==> config.mk <==
export PLATFORM = sky130hd
export DESIGN_NAME = fetch_stage
export DESIGN_NICKNAME = d
export VERILOG_FILES = /design/src/rtl/fetch_stage.sv
export SDC_FILE = /design/constraint.sdc
export NUM_CORES = 1
export LEC_CHECK = 0
export ABC_AREA = 1
export CORE_UTILIZATION = 45
export DETAILED_ROUTE_END_ITERATION = 10
export GPL_TIMING_DRIVEN = 0
export PLACE_DENSITY = 0.8
export SLEW_MARGIN = 25
export SYNTH_ARGS = -nofsm -noshare
export SYNTH_HDL_FRONTEND = slang
export SYNTH_SLANG_ARGS = --single-unit
==> constraint.sdc <==
create_clock -name clk -period 2 [get_ports clk]
set_clock_uncertainty 0.05 [all_clocks]
set_input_delay 0.5 -clock clk [delete_from_list [all_inputs] [get_ports clk]]
set_output_delay 0.5 -clock clk [all_outputs]
set_load 0.005 [all_outputs]
==> src/rtl/fetch_stage.sv <==
// fetch_stage: instruction-fetch stage and IF/ID pipeline register.
// Owns the PC, drives imem_addr, registers the fetched word into IF/ID.
//
// Ports:
//   clk, rst          clock, synchronous active-high reset
//   stall             freeze PC, IF/ID and fetch state
//   hlt               latched halt from the hazard unit; enters HALTED
//   redirect          taken branch resolved in EX
//   redirect_pc       branch target (bit 0 forced to 0)
//   imem_addr         instruction-memory address (= pc)
//   imem_data         instruction word at imem_addr (same-cycle read)
//   if_id_instr       registered instruction for decode
//   if_id_pc_plus2    registered PC+2 of that instruction
//   if_id_valid       1 = real instruction, 0 = bubble
//   flush             high in any cycle where a redirect is accepted
//   pc                current PC register
//   halted            1 while in HALTED
//   fetch_count       valid instructions written into IF/ID (saturating)

module fetch_stage #(
    parameter logic [15:0] RESET_PC = 16'h0000
) (
    input  logic        clk,
    input  logic        rst,
    input  logic        stall,
    input  logic        hlt,
    input  logic        redirect,
    input  logic [15:0] redirect_pc,
    output logic [15:0] imem_addr,
    input  logic [15:0] imem_data,
    output logic [15:0] if_id_instr,
    output logic [15:0] if_id_pc_plus2,
    output logic        if_id_valid,
    output logic        flush,
    output logic [15:0] pc,
    output logic        halted,
    output logic [15:0] fetch_count
);

    typedef enum logic [1:0] {
        S_RUN      = 2'd0,
        S_HLT_SEEN = 2'd1,
        S_HALTED   = 2'd2
    } state_t;

    typedef struct packed {
        logic [15:0] instr;
        logic [15:0] pc_plus2;
        logic        valid;
    } if_id_t;

    localparam if_id_t BUBBLE = '0;

    state_t      state_q;
    state_t      state_d;
    logic [15:0] pc_q;
    logic [15:0] pc_d;
    if_id_t      ifid_q;
    if_id_t      ifid_d;
    logic [15:0] cnt_q;
    logic        cnt_inc;
    logic        halted_q;

    logic [15:0] pc_plus2;
    logic [15:0] target;
    logic        is_hlt_word;
    logic        take_redirect;

    // Bit 0 of the target is architecturally ignored.
    logic        unused_rpc_lsb;
    assign unused_rpc_lsb = redirect_pc[0];

    assign pc_plus2    = pc_q + 16'd2;
    assign target      = {redirect_pc[15:1], 1'b0};
    assign is_hlt_word = (imem_data[15:12] == 4'hF);

    // hlt outranks redirect, and HALTED ignores redirects altogether.
    assign take_redirect = redirect & ~hlt & (state_q != S_HALTED);

    always_comb begin
        state_d = state_q;
        pc_d    = pc_q;
        ifid_d  = ifid_q;
        cnt_inc = 1'b0;

        if (hlt) begin
            state_d = S_HALTED;
            ifid_d  = BUBBLE;
        end else if (state_q == S_HALTED) begin
            ifid_d = BUBBLE;
        end else if (redirect) begin
            state_d = S_RUN;
            pc_d    = target;
            ifid_d  = BUBBLE;
        end else if (stall) begin
            ifid_d = ifid_q;
        end else begin
            case (state_q)
                S_RUN: begin
                    ifid_d.instr    = imem_data;
                    ifid_d.pc_plus2 = pc_plus2;
                    ifid_d.valid    = 1'b1;
                    cnt_inc         = 1'b1;
                    // An HLT word parks the PC on itself until
                    // the hazard unit raises hlt or EX redirects.
                    if (is_hlt_word) begin
                        state_d = S_HLT_SEEN;
                    end else begin
                        pc_d = pc_plus2;
                    end
                end
                default: begin
                    ifid_d = BUBBLE;
                end
            endcase
        end
    end

    always_ff @(posedge clk) begin
        if (rst) begin
            state_q  <= S_RUN;
            pc_q     <= RESET_PC;
            ifid_q   <= BUBBLE;
            cnt_q    <= 16'h0000;
            halted_q <= 1'b0;
        end else begin
            state_q  <= state_d;
            pc_q     <= pc_d;
            ifid_q   <= ifid_d;
            halted_q <= (state_d == S_HALTED);
            if (cnt_inc && (cnt_q != 16'hFFFF)) begin
                cnt_q <= cnt_q + 16'd1;
            end
        end
    end

    assign flush          = take_redirect & ~rst;
    assign pc             = pc_q;
    assign imem_addr      = pc_q;
    assign if_id_instr    = ifid_q.instr;
    assign if_id_pc_plus2 = ifid_q.pc_plus2;
    assign if_id_valid    = ifid_q.valid;
    assign halted         = halted_q;
    assign fetch_count    = cnt_q;

endmodule

==> results <==
kinds of logic (layout without fill, tap and decap cells):
kind of cell	count (synthesis)	in the layout	synth area share
AO/OA/AOI/OAI	64	64	0.1094
XOR/XNOR	13	13	0.03387
adder cells (fa/ha/maj)	2	2	0.007442
buffers and inverters	63	193	0.1005
flip-flops	67	67	0.3990
other	1	2	0.001115
AND/OR/NAND/NOR	279	279	0.3487
how the worst min path moves through the flow:
stage / slack (ns) / end / from
2_1_floorplan: 0.37 / if_id_pc_plus2[0] / if_id_pc_plus2[0]
3_3_place_gp: 0.37 / if_id_pc_plus2[0] / if_id_pc_plus2[0]
3_5_place_dp: 0.38 / if_id_pc_plus2[0] / if_id_pc_plus2[0]
4_1_cts: 0.39 / if_id_pc_plus2[0] / if_id_pc_plus2[0]
5_1_grt: 0.42 / if_id_instr[11] / if_id_instr[11]
6_report: 0.39 / if_id_pc_plus2[0] / if_id_pc_plus2[0]
worst max-delay path: cells and delay by family (launching register included):
family,cells,cell delay (ns)
buffers and inverters,2,0.63
DFF,1,0.42
per-layer routing:
metal	part of all wire	vias to the layer above	track usage
li1	-	1788	-
met1	0.41	1650	0.2866
met2	0.50	136	0.4203
met3	0.060	24	0.04757
met4	0.026	0	0.1202
met5	0	-	0
flip-flops by register name (all words and copies together) (netlist names):
register / count
if_id_pc_plus2: 16
if_id_instr: 16
fetch_count: 16
halted: 1
if_id_valid: 1
state_q: 2
imem_addr: 15
cells in the mapped netlist (all sizes together):
cell type / number
nand3b: 1
a21oi: 22
o21bai: 3
nor2: 63
nand2: 183
clkbuf: 4
buf: 29
xnor2: 4
ha: 2
o21ai: 32
nand4: 9
conb: 1
nor3: 1
a211oi: 1
dfxtp: 67
a22oi: 6
xor2: 9
inv: 30
nand3: 22
metrics by stage:
| step | std cells | utilization | setup TNS, ns | worst slack [ns] | hold slack [ns] |
|---|---|---|---|---|---|
| CTS | 719 | 0.6640 | 0 | 0.003719 | 0.3935 |
| detailed placement | 703 | 0.6384 | -5.978 | -0.6320 | 0.3830 |
| floorplan | 490 | - | 0 | 0.3434 | 0.3750 |
| finish | 719 | 0.6671 | 0 | 0.05787 | 0.3902 |
| global placement | 703 | 0.6384 | -3.575 | -0.5814 | 0.3686 |
| global route | 719 | 0.6671 | 0 | 0.009539 | 0.4195 |
cell type report:
| cell class | count | area, um^2 |
|---|---|---|
| well taps | 99 | 123.9 |
| fillers | 641 | 2415 |
| multi-input cells | 360 | 1700 |
| inverters | 30 | 117.6 |
| clock buffers | 14 | 162.7 |
| clock inverters | 2 | 10.01 |
| repair buffers | 115 | 1149 |
| plain buffers | 32 | 219.0 |
| flip-flops and latches | 67 | 1356 |
power by group:
group | leakage, uW | switching, uW | internal, uW
clock network | 0.0000905 | 492 | 516
logic | 0.00129 | 186 | 261
registers | 0.000548 | 57.2 | 1380
repair_timing:
action                     4_1_cts  5_1_grt
pin swaps                        1        0
setup endpoints to repair        3       16
resized for setup                8       12
buffers inserted                 1        0
==> insert_results.sql <==
INSERT INTO impl_metrics (metric_group, metric, value, unit) VALUES
('placed_design', 'gp_congestion', '0.8911', ''),
('worst_setup_path', 'crit_path_cell_trace', 'buf_4 -> clkdlybuf4s50_1', ''),
('global_routing', 'gr-usage-all-layers', '0.2428', ''),
('yosys', 'post_synth_main_area_contributors', 'dfxtp_1 40%, nand2_1 20%, nor2_1 6.3%', ''),
('yosys', 'yosys.cell_types.count', '32', ''),
('routing', 'route.detailed.wl_per_inst', '12.95', 'um'),
('layout', 'layout.cells.most_common_list', '180 x nand2_1, 112 x clkdlybuf4s50_1, 56 x nor2_1', ''),
('worst_setup_path', 'worst_path_max_delay_cell', 'clkdlybuf4s50_1', ''),
('sta', 'layout_worst_path_cycle_share', '0.9711', ''),
('sta', 'post_layout_minimum_cycle_time', '1.942', 'ns'),
('global_routing', 'antenna_found_initial', '0', ''),
('sta', 'timing_max_transition_violations_final', '0', ''),
('worst_setup_path', 'timing.rr.start', 'fetch_count[0]', ''),
('layout', 'final_common_cell', 'nand2_1', ''),
('placed_design', 'port-buffer-count', '114', ''),
('die', 'fp.dieArea', '7821', 'um^2'),
('die', 'die_w', '88.44', 'um'),
('worst_setup_path', 'regToRegSetupSlack', '0.19', 'ns'),
('layout', 'antenna_cells', '0', ''),
('routing', 'detail_route.first_pass.iterations', '5', ''),
('flow_run', 'maxCapViolCount', '0', ''),
('worst_hold_path', 'holdCritPathClass', 'flip-flop to flip-flop', ''),
('placed_design', 'dpl.hpwl', '6.979', 'mm'),
('worst_setup_path', 'crit_path_start_kind', 'flip-flop', ''),
('worst_setup_path', 'cp_slowest_stage_delay', '0.49', 'ns'),
('die', 'num_io_pins', '120', ''),
('power', 'static-leakage-power', '0.001932', 'uW'),
('clock_tree', 'cts_buffer_depth', '2', ''),
('worst_setup_path', 'worst-endpoint-arrival', '1.39', 'ns'),
('clock_tree', 'cts-buffers-inserted', '9', ''),
('sta', 'rsz0062_at_grt', 'false', ''),
('worst_setup_path', 'timing.critical_path.required', '1.45', 'ns'),
('sta', 'max_freq', '0.5149', 'GHz'),
('layout', 'area_delta_synth_final', '43.92', '%'),
('yosys', 'yosys_warnings', '0', ''),
('routing', 'dr_iter_0_viols', '172', ''),
('routing', 'vias', '3598', ''),
('worst_setup_path', 'crit_path_start', 'imem_addr[5]', ''),
('placed_design', 'placement.cell_area', '4631', 'um^2'),
('clock_tree', 'cell_chosen_for_the_clock_root', 'clkbuf_8', ''),
('yosys', 'top_area_cell_type_share_of_the_netlist_area', '0.3990', ''),
('global_routing', 'wire_length_of_the_first_global_routing_pass', '14.75', 'mm'),
('clock_tree', 'holdBufCountCts', '0', ''),
('yosys', 'number_of_storage_elements_in_the_synthesis_netlist', '67', ''),
('run_status', 'outcome', 'finished, final reports clean', ''),
('yosys', 'post-synth-top-area-cell', 'dfxtp_1', ''),
('power', 'ir_drop', '0.0003462', 'V'),
('layout', 'final_cell_area', '4838', 'um^2'),
('layout', 'final_nets', '654', ''),
('sta', 'timing.final.hold_violations', '0', ''),
('worst_setup_path', 'timing.reg2reg.worst_path_depth', '9', ''),
('routing', 'vias_per_cell', '5.004', ''),
('clock_tree', 'cts_tree', 'built', ''),
('clock_tree', 'worst_skew_pair.late_latency', '0.34', 'ns'),
('worst_setup_path', 'worstSetupEndpoint', 'pc[5]', ''),
('yosys', 'post_synthesis_instance_area', '3362', 'um^2'),
('global_routing', 'grt_max_degree', '19', ''),
('clock_tree', 'cts.reportedPaths.clkPinSlew', '0.07', 'ns'),
('die', 'placeable_core_area', '7253', 'um^2'),
('routing', 'detail_route.drc_violations', '0', ''),
('die', 'placement_rows', '31', ''),
('die', 'floorplan.initialDensity', '0.4635', ''),
('routing', 'routed_wl', '9.312', 'mm'),
('worst_setup_path', 'r2r_end', 'fetch_count[5]', ''),
('routing', 'postRouteAntennaNets', '0', ''),
('die', 'vert_die_dim', '88.44', 'um'),
('yosys', 'syn_avg_cell_area', '6.875', 'um^2'),
('clock_tree', 'cts_sinks', '67', ''),
('yosys', 'netlist_instances', '489', ''),
('power', 'power.density', '597.4', 'nW/um^2'),
('sta', 'setup_violations', '0', ''),
('layout', 'layout-drive-gt1-share', '0.1194', ''),
('worst_setup_path', 'worst-path-max-fanout', '6', ''),
('worst_hold_path', 'hold-path-cell-count', '2', ''),
('worst_setup_path', 'startpoint_to_endpoint_class_of_the_critical_path', 'flip-flop to output port', ''),
('power', 'total_power', '2890', 'uW'),
('global_routing', 'first_global_vias', '3364', ''),
('global_routing', 'global_route.overflow_total', '0', ''),
('worst_setup_path', 'critical_path.endpoint_type', 'output port', ''),
('yosys', 'synth_sequential_area_ratio', '0.3990', ''),
('clock_tree', 'cts.htree.levels', '3', '');
(Power assumes the default switching activity.)
